File: src/rtl/algo_3ror1w_cmd_sched.sv
// Command scheduler for a memory core that does either three reads or one write per cycle.
// Client writes are buffered in an in-order FIFO and drained when reads are idle, starved, or hazarded.
module algo_3ror1w_cmd_sched #(
   parameter int WIDTH      = 32,
   parameter int BITADDR    = 13,
   parameter int WFDEPTH    = 4,
   parameter int BITWFIFO   = 2,
   parameter int STARVE_MAX = 8
) (
   input  logic                   clk,
   input  logic                   rst,
   input  logic                   ready,
   input  logic [2:0]             cl_read,
   input  logic [3*BITADDR-1:0]   cl_rd_adr,
   output logic                   cl_rd_rdy,
   input  logic                   cl_write,
   input  logic [BITADDR-1:0]     cl_wr_adr,
   input  logic [WIDTH-1:0]       cl_din,
   output logic                   cl_wr_rdy,
   output logic [2:0]             read,
   output logic [3*BITADDR-1:0]   rd_adr,
   output logic                   write,
   output logic [BITADDR-1:0]     wr_adr,
   output logic [WIDTH-1:0]       din,
   output logic [BITWFIFO:0]      wf_cnt
);

   localparam logic [BITWFIFO:0] FULL_CNT   = (BITWFIFO+1)'(WFDEPTH);
   localparam logic [7:0]        STARVE_LIM = 8'(STARVE_MAX);

   typedef enum logic [1:0] {
      MODE_IDLE,
      MODE_READ,
      MODE_WRITE
   } mode_t;

   mode_t                 mode;
   logic [BITADDR-1:0]    fifo_adr [WFDEPTH];
   logic [WIDTH-1:0]      fifo_dat [WFDEPTH];
   logic [BITWFIFO-1:0]   wptr;
   logic [BITWFIFO-1:0]   rptr;
   logic [BITWFIFO-1:0]   ent_off;
   logic [7:0]            starve_cnt;
   logic                  hazard;
   logic                  force_wr;
   logic                  push;
   logic                  pop;

   assign cl_wr_rdy = (wf_cnt != FULL_CNT);
   assign push      = cl_write && cl_wr_rdy;

   // An entry is valid when its distance from the read pointer is below the count.
   always_comb begin
      hazard  = 1'b0;
      ent_off = '0;
      for (int e = 0; e < WFDEPTH; e++) begin
         ent_off = BITWFIFO'(e) - rptr;
         if ({1'b0, ent_off} < wf_cnt) begin
            for (int p = 0; p < 3; p++) begin
               if (cl_read[p] && (cl_rd_adr[p*BITADDR +: BITADDR] == fifo_adr[e]))
                  hazard = 1'b1;
            end
         end
      end
   end

   assign force_wr  = (wf_cnt != '0) &&
                      ((wf_cnt == FULL_CNT) || (starve_cnt == STARVE_LIM) || hazard);
   assign cl_rd_rdy = ready && !force_wr;

   // READ and WRITE conditions are mutually exclusive: READ needs !force_wr and a request.
   always_comb begin
      mode = MODE_IDLE;
      if (ready && cl_rd_rdy && (cl_read != 3'b000))
         mode = MODE_READ;
      else if (ready && (wf_cnt != '0) && (force_wr || (cl_read == 3'b000)))
         mode = MODE_WRITE;
   end

   assign pop = (mode == MODE_WRITE);

   always_ff @(posedge clk) begin
      if (push) begin
         fifo_adr[wptr] <= cl_wr_adr;
         fifo_dat[wptr] <= cl_din;
      end
   end

   always_ff @(posedge clk or posedge rst) begin
      if (rst) begin
         read       <= '0;
         write      <= 1'b0;
         rd_adr     <= '0;
         wr_adr     <= '0;
         din        <= '0;
         wf_cnt     <= '0;
         wptr       <= '0;
         rptr       <= '0;
         starve_cnt <= '0;
      end else begin
         case (mode)
            MODE_READ: begin
               read   <= cl_read;
               rd_adr <= cl_rd_adr;
               write  <= 1'b0;
            end
            MODE_WRITE: begin
               read   <= '0;
               write  <= 1'b1;
               wr_adr <= fifo_adr[rptr];
               din    <= fifo_dat[rptr];
            end
            default: begin
               read  <= '0;
               write <= 1'b0;
            end
         endcase

         if (push) wptr <= wptr + 1'b1;
         if (pop)  rptr <= rptr + 1'b1;

         case ({push, pop})
            2'b10:   wf_cnt <= wf_cnt + 1'b1;
            2'b01:   wf_cnt <= wf_cnt - 1'b1;
            default: wf_cnt <= wf_cnt;
         endcase

         if (pop || (wf_cnt == '0))
            starve_cnt <= '0;
         else if ((mode == MODE_READ) && (starve_cnt != STARVE_LIM))
            starve_cnt <= starve_cnt + 1'b1;
      end
   end

endmodule

File: config.mk
export PLATFORM = sky130hd
export DESIGN_NAME = algo_3ror1w_cmd_sched
export DESIGN_NICKNAME = d
export VERILOG_FILES = /design/src/rtl/algo_3ror1w_cmd_sched.sv
export SDC_FILE = /design/constraint.sdc
export NUM_CORES = 1
export LEC_CHECK = 0
export ABC_AREA = 1
export BUFFER_PORTS_ARGS = -buffer_cell sky130_fd_sc_hd__clkbuf_2
export CORE_ASPECT_RATIO = 0.75
export CORE_MARGIN = 2
export CORE_UTILIZATION = 45
export CTS_BUF_LIST = sky130_fd_sc_hd__clkbuf_8
export DETAILED_ROUTE_END_ITERATION = 8
export GPL_TIMING_DRIVEN = 0
export PLACE_DENSITY = 0.69
export SETUP_SLACK_MARGIN = 0.3
export SYNTH_ARGS = -nofsm -noshare
export SYNTH_HDL_FRONTEND = slang
export SYNTH_SLANG_ARGS = --single-unit
File: constraint.sdc
create_clock -name clk -period 6.1 [get_ports clk]
set_input_delay 1.22 -clock clk [delete_from_list [all_inputs] [get_ports clk]]
set_output_delay 1.22 -clock clk [all_outputs]
set_load 0.1 [all_outputs]
==> impl_metrics.prom, run 1 <==
# TYPE chip_impl_metric gauge
chip_impl_metric{name="dp_hpwl",unit="µm"} 30880
chip_impl_metric{name="via_count",unit=""} 11634
chip_impl_metric{name="syn_nets",unit=""} 1621
chip_impl_metric{name="max-clock-path-buffers",unit=""} 3
chip_impl_info{name="end_kind",value="output port"} 1
chip_impl_metric{name="yosysWarnings",unit=""} 0
chip_impl_metric{name="post_cts.repair.setup_buffers",unit=""} 0
chip_impl_metric{name="hold_slack",unit="ns"} 0.4767
chip_impl_metric{name="first_global_vias",unit=""} 10986
chip_impl_metric{name="timing.max_slew.rel_slack",unit="%"} 36.24
chip_impl_info{name="synthTopCellsByArea",value="sky130_fd_sc_hd__edfxtp_1 40%, sky130_fd_sc_hd__dfrtp_1 19%, sky130_fd_sc_hd__nand2_1 17%"} 1
chip_impl_metric{name="final_net_count",unit=""} 1856
chip_impl_metric{name="drv_cap",unit=""} 0
chip_impl_metric{name="post_synth.cell_area_avg",unit="µm²"} 8.819
chip_impl_info{name="library_cell_occupying_the_most_area_in_the_post_synthesis_netlist",value="sky130_fd_sc_hd__edfxtp_1"} 1
chip_impl_metric{name="depth_of_the_worst_hold_timing_path",unit=""} 2
chip_impl_metric{name="peakVddDrop",unit="µV"} 392.0
chip_impl_metric{name="antenna_found_initial",unit=""} 1
chip_impl_metric{name="worst-slew-pin-transition",unit="ns"} 0.9541
chip_impl_metric{name="seq_area_frac_synth",unit="%"} 59.63
chip_impl_metric{name="synth-edff-count",unit=""} 180
chip_impl_metric{name="period_minus_slack",unit="ns"} 5.411
chip_impl_info{name="path_class",value="register to output port"} 1
chip_impl_metric{name="routed_wirelength",unit="µm"} 42540
chip_impl_info{name="synth-main-ff-cell",value="sky130_fd_sc_hd__edfxtp_1"} 1
chip_impl_metric{name="area_of_the_die",unit="µm²"} 31160
chip_impl_metric{name="timing.reg2reg.worst_path_depth",unit=""} 23
chip_impl_metric{name="final.period_utilization",unit="%"} 88.71
chip_impl_metric{name="routedWlPerCell",unit="µm"} 19.51
chip_impl_metric{name="tritoncts.num_buffers",unit=""} 44
chip_impl_metric{name="synth-async-reset-ratio",unit="%"} 36.40
chip_impl_info{name="grt_setup_unrepaired",value="no"} 1
chip_impl_metric{name="total_global_route_track_usage",unit="%"} 27.43
chip_impl_metric{name="grt-ovfl-total",unit=""} 0
chip_impl_metric{name="synth_cell_types",unit=""} 31
chip_impl_metric{name="critPathArrivalTime",unit="ns"} 4.19
chip_impl_info{name="timing.critical_path.from_type",value="register"} 1
chip_impl_metric{name="routabilityCongestion",unit=""} 0.9689
chip_impl_metric{name="floorplan.core_area",unit="µm²"} 29190
chip_impl_metric{name="via_density",unit=""} 5.337
chip_impl_metric{name="drt.antenna.violating_nets",unit=""} 0
chip_impl_metric{name="setup-violations-final",unit=""} 0
chip_impl_metric{name="power-per-cell-area",unit="nW/µm²"} 559.3
chip_impl_info{name="yosys.cell_count.top_type",value="sky130_fd_sc_hd__nand2_1"} 1
chip_impl_metric{name="place_area",unit="µm²"} 14980
chip_impl_metric{name="timing.final.max_slew_violations",unit=""} 0
chip_impl_metric{name="firstDrtPassIters",unit=""} 6
chip_impl_metric{name="yosys.area.top_type_share",unit="%"} 40.38
chip_impl_info{name="ys_top_cells_by_count",value="597 x sky130_fd_sc_hd__nand2_1, 180 x sky130_fd_sc_hd__edfxtp_1, 133 x sky130_fd_sc_hd__nor2_1"} 1
chip_impl_metric{name="design.portCount",unit=""} 184
chip_impl_info{name="ctsRootBufferMaster",value="sky130_fd_sc_hd__clkbuf_8"} 1
chip_impl_metric{name="ys_ff_latch",unit=""} 283
chip_impl_metric{name="cp_max_fo",unit=""} 10
chip_impl_metric{name="final_cells",unit=""} 2180
chip_impl_info{name="min_path_type",value="register to register"} 1
chip_impl_metric{name="cp.required",unit="ns"} 4.88
chip_impl_metric{name="port_buffers",unit=""} 182
chip_impl_metric{name="total_leakage_power",unit="nW"} 7.399
chip_impl_metric{name="global_route_wire_length_before_repair",unit="µm"} 64820
chip_impl_metric{name="clk_latency",unit="ns"} 0.58
chip_impl_metric{name="die_y",unit="µm"} 153.4
chip_impl_metric{name="finalSetupTns",unit="ns"} 0
chip_impl_metric{name="area_growth_syn_to_layout",unit="%"} 19.10
chip_impl_metric{name="final_core_util",unit="%"} 54.62
chip_impl_metric{name="start_util",unit="%"} 45.86
chip_impl_metric{name="die_w",unit="µm"} 203.2
chip_impl_info{name="cts_tree",value="yes"} 1
chip_impl_metric{name="drc",unit=""} 0
chip_impl_metric{name="grt_max_degree",unit=""} 68
chip_impl_metric{name="postSynthCellCount",unit=""} 1518
chip_impl_metric{name="placementRows",unit=""} 54
chip_impl_metric{name="dpl.cell_count",unit=""} 2099
chip_impl_info{name="outcome",value="finished clean"} 1
chip_impl_metric{name="final_hold_viol_count",unit=""} 0
chip_impl_metric{name="clock_tree.htree_level_count",unit=""} 2
chip_impl_metric{name="final_layout_size_suffix_gt1_share",unit="%"} 17.85
chip_impl_metric{name="clkSlewWorstSetupHoldPaths",unit="ns"} 0.06
chip_impl_metric{name="clock.fmax",unit="GHz"} 0.1848
chip_impl_metric{name="layout.cell_area.non_filler",unit="µm²"} 15940
chip_impl_metric{name="finClkSkew",unit="ns"} 0.02430
chip_impl_metric{name="tritoncts_num_sinks",unit=""} 283
chip_impl_metric{name="first_iter_violations",unit=""} 1356
chip_impl_metric{name="area_of_the_mapped_netlist",unit="µm²"} 13390
-- worst max-delay path, stage by stage, from the launching register on --
cell                       delay [ns]
sky130_fd_sc_hd__dfrtp_1         0.34
sky130_fd_sc_hd__clkbuf_1        0.27
sky130_fd_sc_hd__clkinv_1        0.29
sky130_fd_sc_hd__nand2_1         0.30
sky130_fd_sc_hd__clkbuf_2        0.44
sky130_fd_sc_hd__nand2_1         0.16
sky130_fd_sc_hd__inv_1           0.13
sky130_fd_sc_hd__ha_1            0.15
sky130_fd_sc_hd__inv_1           0.04
sky130_fd_sc_hd__o21ai_1         0.19
sky130_fd_sc_hd__nor2_1          0.08
sky130_fd_sc_hd__nand3_1         0.08
sky130_fd_sc_hd__nand3_1         0.12
sky130_fd_sc_hd__a21oi_2         0.17
sky130_fd_sc_hd__nand2_1         0.09
sky130_fd_sc_hd__nand2_2         0.13
sky130_fd_sc_hd__nand2_1         0.11
sky130_fd_sc_hd__inv_1           0.06
sky130_fd_sc_hd__clkbuf_2        0.44
-- where the power goes --
part           internal [mW]  leakage [nW]  switching (mW)  total [mW]
clock                  0.981         0.530           0.768        1.75
sequential              2.58          2.94           0.285        2.87
combinational          0.773          3.93            3.52        4.30
total                   4.34          7.40            4.58        8.92
-- routing by layer --
layer / vias up / GRT usage (%) / share of wire, % / wire [µm]
met5: - / 0 / 0 / 0
met4: 0 / 7.091 / 1.9 / 788
met3: 58 / 7.996 / 12 / 5029
met2: 604 / 38.68 / 41 / 17540
met1: 5492 / 41.18 / 45 / 19180
li1: 5480 / - / - / -
-- flip-flops by register name, indices dropped and copies added, names as in the netlist --
name        flops
fifo_dat      128
fifo_adr       52
rd_adr         39
din            32
wr_adr         13
starve_cnt      8
read            3
wf_cnt          3
rptr            2
wptr            2
write           1
-- cell families (layout without fill, tap and decap cells) --
group,Yosys count,after routing,synth area share (%)
AO/OA/AOI/OAI,121,121,4.804
XOR/XNOR,22,22,1.439
flip-flops,283,283,59.63
adder cells (fa/ha/maj),12,12,1.178
other,0,1,0
buffers and inverters,175,444,5.234
AND/OR/NAND/NOR,905,905,27.71
-- placed cells by master, fill, tap and decap left out, types with 6 or more instances in the layout --
master and count:
sky130_fd_sc_hd__nor2_1 129, sky130_fd_sc_hd__nor3_1 6, sky130_fd_sc_hd__o21ai_0 68, sky130_fd_sc_hd__nand4_1 46
sky130_fd_sc_hd__ha_1 11, sky130_fd_sc_hd__clkbuf_1 25, sky130_fd_sc_hd__dfrtp_1 103, sky130_fd_sc_hd__nand3_1 114
sky130_fd_sc_hd__buf_2 9, sky130_fd_sc_hd__o22ai_1 24, sky130_fd_sc_hd__a21oi_1 8, sky130_fd_sc_hd__clkbuf_8 51
sky130_fd_sc_hd__edfxtp_1 180, sky130_fd_sc_hd__o21ai_1 19, sky130_fd_sc_hd__inv_2 29, sky130_fd_sc_hd__clkinv_2 10
sky130_fd_sc_hd__xor2_1 17, sky130_fd_sc_hd__clkbuf_2 185, sky130_fd_sc_hd__nand2_1 597, sky130_fd_sc_hd__inv_1 105
-- repair_timing --
item                       in CTS  in global routing
hold buffers                    0                  0
resized for setup               0                  2
setup endpoints to repair       0                  1
-- cell type report --
cell class / instances / area (µm²)
inverter: 128 / 483.0
fill: 2730 / 13250
buffer: 47 / 221.5
clock inverter: 29 / 261.5
multi-input combinational: 1060 / 4733
timing repair buffer: 189 / 1066
tap: 392 / 490.5
sequential: 283 / 7983
clock buffer: 51 / 701.9
antenna: 1 / 2.502
-- per-stage QoR --
stage / power, mW / setup WS, ns
2_1_floorplan: 6.039 / 1.492
3_3_place_gp: 7.091 / 0.2699
3_5_place_dp: 7.174 / 1.066
4_1_cts: 8.919 / 0.4288
5_1_grt: 9.345 / 0.3349
6_report: 8.916 / 0.6889
-- worst paths after layout --
path / startpoint / end / slack [ns]
max reg2reg: rptr[1] / wf_cnt[2] / 1.35
min reg2reg: din[8] / din[8] / 0.48
max: rptr[1] / cl_rd_rdy / 0.69
min in group asynchronous: rst / din[12] / 0.73
max in group asynchronous: rst / rd_adr[20] / 4.82
min: din[8] / din[8] / 0.48
(Power assumes the default switching activity.)
==> run 2: changes to the inputs <==
==> constraint.sdc (replaced) <==
create_clock -name clk -period 6.1 [get_ports clk]
set_input_delay 1.525 -clock clk [delete_from_list [all_inputs] [get_ports clk]]
set_output_delay 1.525 -clock clk [all_outputs]
set_load 0.1 [all_outputs]
==> run 2 against run 1 <==
Effect of this change: die area is the same; first-iteration DRC count grew 0.81%; core utilization is essentially flat; hold slack is essentially flat; fmax shrank 0.81%; clock skew shrank 0.0020 ns; wire length shrank 0.24%; clock-buffer cell count is the same; sequential power is essentially flat; clock power is essentially flat.
==> impl_metrics.prom, run 2 (same netlist as run 1, synthesis figures left out) <==
# TYPE chip_impl_metric gauge
chip_impl_info{name="outcome",value="finished clean"} 1
chip_impl_metric{name="first_global_vias",unit=""} 10986
chip_impl_metric{name="via_count",unit=""} 11615
chip_impl_metric{name="hold_slack",unit="ns"} 0.4767
chip_impl_metric{name="placementRows",unit=""} 54
chip_impl_metric{name="timing.max_slew.rel_slack",unit="%"} 37.36
chip_impl_metric{name="detailroute.wirelength.met3",unit="µm"} 5127
chip_impl_metric{name="place_area",unit="µm²"} 14980
chip_impl_metric{name="first_iter_violations",unit=""} 1367
chip_impl_metric{name="dpl_worst_slack",unit="ns"} 0.7614
chip_impl_metric{name="firstDrtPassIters",unit=""} 5
chip_impl_info{name="layout.cells.most_common_list",value="597 x sky130_fd_sc_hd__nand2_1, 184 x sky130_fd_sc_hd__clkbuf_2, 180 x sky130_fd_sc_hd__edfxtp_1"} 1
chip_impl_metric{name="netSwitchingFraction",unit="%"} 51.29
chip_impl_metric{name="grt_max_degree",unit=""} 68
chip_impl_info{name="end_kind",value="output port"} 1
chip_impl_metric{name="largest_register_ffs",unit=""} 128
chip_impl_metric{name="antenna_found_initial",unit=""} 1
chip_impl_info{name="registers.top_by_ff_count",value="fifo_dat"} 1
chip_impl_metric{name="port_buffers",unit=""} 182
chip_impl_metric{name="period_minus_slack",unit="ns"} 5.455
chip_impl_metric{name="final_hold_viol_count",unit=""} 0
chip_impl_metric{name="final_layout_size_suffix_gt1_share",unit="%"} 17.91
chip_impl_metric{name="final_net_count",unit=""} 1856
chip_impl_info{name="path_class",value="register to output port"} 1
chip_impl_info{name="cp_slowest_cell",value="sky130_fd_sc_hd__dfrtp_1"} 1
chip_impl_metric{name="wl_met2",unit="µm"} 17400
chip_impl_metric{name="clkSlewWorstSetupHoldPaths",unit="ns"} 0.06
chip_impl_metric{name="p_int",unit="mW"} 4.342
chip_impl_metric{name="clk_latency",unit="ns"} 0.57
chip_impl_metric{name="dp_hpwl",unit="µm"} 30880
chip_impl_metric{name="area_of_the_die",unit="µm²"} 31160
chip_impl_metric{name="die_y",unit="µm"} 153.4
chip_impl_metric{name="routed_wirelength",unit="µm"} 42440
chip_impl_metric{name="total_leakage_power",unit="nW"} 7.402
chip_impl_metric{name="global_route_wire_length_before_repair",unit="µm"} 64820
chip_impl_metric{name="finClkSkew",unit="ns"} 0.02233
chip_impl_metric{name="clock_power_share",unit="%"} 19.6
chip_impl_metric{name="clock_tree.htree_level_count",unit=""} 2
chip_impl_metric{name="drv_cap",unit=""} 0
chip_impl_metric{name="via_density",unit=""} 5.328
chip_impl_info{name="cts_tree",value="yes"} 1
chip_impl_metric{name="drc",unit=""} 0
chip_impl_metric{name="worst-slew-pin-transition",unit="ns"} 0.9374
chip_impl_metric{name="cp.required",unit="ns"} 4.58
chip_impl_metric{name="peakVddDrop",unit="µV"} 392.1
chip_impl_metric{name="drt.antenna.violating_nets",unit=""} 0
chip_impl_metric{name="clock.fmax",unit="GHz"} 0.1833
chip_impl_info{name="worst_path_cell_chain",value="clkbuf_1 -> clkinv_1 -> nand2_1 -> clkbuf_4 -> nand2_1 -> inv_1 -> ha_1 -> inv_1 -> o21ai_1 -> nor2_1 -> nand3_1 -> nand3_1 -> a21oi_2 -> nand2_1 -> nand2_2 -> nand2_1 -> inv_1 -> clkbuf_4"} 1
chip_impl_metric{name="power-per-cell-area",unit="nW/µm²"} 558.9
chip_impl_metric{name="cp_max_fo",unit=""} 10
chip_impl_metric{name="holdBufCountCts",unit=""} 0
chip_impl_metric{name="layout_setup_ws",unit="ns"} 0.6446
chip_impl_info{name="top_layer",value="met4"} 1
chip_impl_metric{name="dpl.cell_count",unit=""} 2099
chip_impl_metric{name="total_global_route_track_usage",unit="%"} 27.43
chip_impl_metric{name="tritoncts.num_buffers",unit=""} 44
chip_impl_info{name="min_path_type",value="register to register"} 1
chip_impl_info{name="grt_setup_unrepaired",value="no"} 1
chip_impl_metric{name="final_cells",unit=""} 2180
chip_impl_metric{name="design.portCount",unit=""} 184
chip_impl_metric{name="die_w",unit="µm"} 203.2
chip_impl_metric{name="max-clock-path-buffers",unit=""} 3
chip_impl_metric{name="cp_slowest_stage_delay",unit="ns"} 0.35
chip_impl_metric{name="power.share.combinational",unit="%"} 48.2
chip_impl_metric{name="tritoncts_num_sinks",unit=""} 283
chip_impl_info{name="timing.critical_path.from_type",value="register"} 1
chip_impl_metric{name="setup-violations-final",unit=""} 0
chip_impl_info{name="layout_commonest_cell",value="sky130_fd_sc_hd__nand2_1"} 1
chip_impl_metric{name="grt-ovfl-total",unit=""} 0
chip_impl_metric{name="routedWlPerCell",unit="µm"} 19.47
chip_impl_metric{name="layout.cell_area.non_filler",unit="µm²"} 15950
chip_impl_metric{name="area_growth_syn_to_layout",unit="%"} 19.14
chip_impl_metric{name="seq_power_share",unit="%"} 32.2
chip_impl_metric{name="switchingPower",unit="mW"} 4.572
chip_impl_metric{name="floorplan.core_area",unit="µm²"} 29190
chip_impl_metric{name="routabilityCongestion",unit=""} 0.9689
chip_impl_metric{name="critPathArrivalTime",unit="ns"} 3.93
chip_impl_info{name="ctsRootBufferMaster",value="sky130_fd_sc_hd__clkbuf_8"} 1
chip_impl_metric{name="final_core_util",unit="%"} 54.64
chip_impl_info{name="biggestRegsByFlops",value="fifo_dat: 128 flops, fifo_adr: 52 flops, rd_adr: 39 flops"} 1
chip_impl_metric{name="start_util",unit="%"} 45.86
chip_impl_metric{name="final.period_utilization",unit="%"} 89.43
chip_impl_metric{name="met1_length",unit="µm"} 19090
chip_impl_info{name="critical-path-top-cell-by-count",value="sky130_fd_sc_hd__nand2_1"} 1
chip_impl_metric{name="post_cts.repair.setup_buffers",unit=""} 0
chip_impl_metric{name="timing.final.max_slew_violations",unit=""} 0
==> run 2: power groups by stage <==
| stage | clock network, mW | logic (mW) | registers [mW] |
|---|---|---|---|
| 6_report | 1.75 | 4.30 | 2.87 |
| 5_1_grt | 1.86 | 4.57 | 2.92 |
| 4_1_cts | 1.77 | 4.28 | 2.87 |
| 3_5_place_dp | 0 | 4.28 | 2.90 |
| 3_3_place_gp | 0 | 4.17 | 2.92 |
| 2_1_floorplan | 0 | 1.38 | 4.66 |
==> run 2: layout make-up <==
cell class	instances	area, µm²
Clock buffer	51	701.9
Antenna cell	1	2.502
Timing Repair Buffer	189	1069
Tap cell	392	490.5
Buffer	47	225.2
Inverter	128	483.0
Sequential cell	283	7983
Clock inverter	29	261.5
Multi-Input combinational cell	1060	4733
Fill cell	2729	13240
==> run 2: repair_timing <==
item	4_1_cts	5_1_grt
cloned	0	0
gates resized for setup	1	5
endpoints found under the setup margin	1	1
==> run 2: worst paths after layout <==
check / startpoint / endpoint / slack [ns] / cells past startpoint
min: din[8] / din[8] / 0.48 / 2
min in group asynchronous: rst / din[12] / 1.04 / 3
max: rptr[1] / cl_rd_rdy / 0.64 / 18
max reg2reg: rptr[1] / wf_cnt[2] / 1.49 / 23
max in group asynchronous: rst / rd_adr[20] / 4.52 / 4
min reg2reg: din[8] / din[8] / 0.48 / 2
==> run 2: per-layer routing <==
metal,track usage [%],vias to the layer above
met1,41.18,5479
li1,-,5481
met4,7.091,0
met3,7.996,58
met5,0,-
met2,38.68,597
==> run 2: worst max-delay path, delay by kind of cell (launching register included) <==
| kind | cells | cell delay (ns) |
|---|---|---|
| AOI/OAI and AO/OA | 2 | 0.36 |
| adders and majority gates | 1 | 0.15 |
| buffers and inverters | 7 | 1.44 |
| DFF | 1 | 0.35 |
| and+or+nand+nor | 8 | 1.06 |
==> run 2: per-stage QoR <==
step | power [mW] | TNS (ns)
after CTS | 8.920 | 0
after global routing | 9.348 | 0
final | 8.914 | 0
after floorplan | 6.039 | 0
after global placement | 7.091 | -1.292
after detailed placement | 7.174 | 0
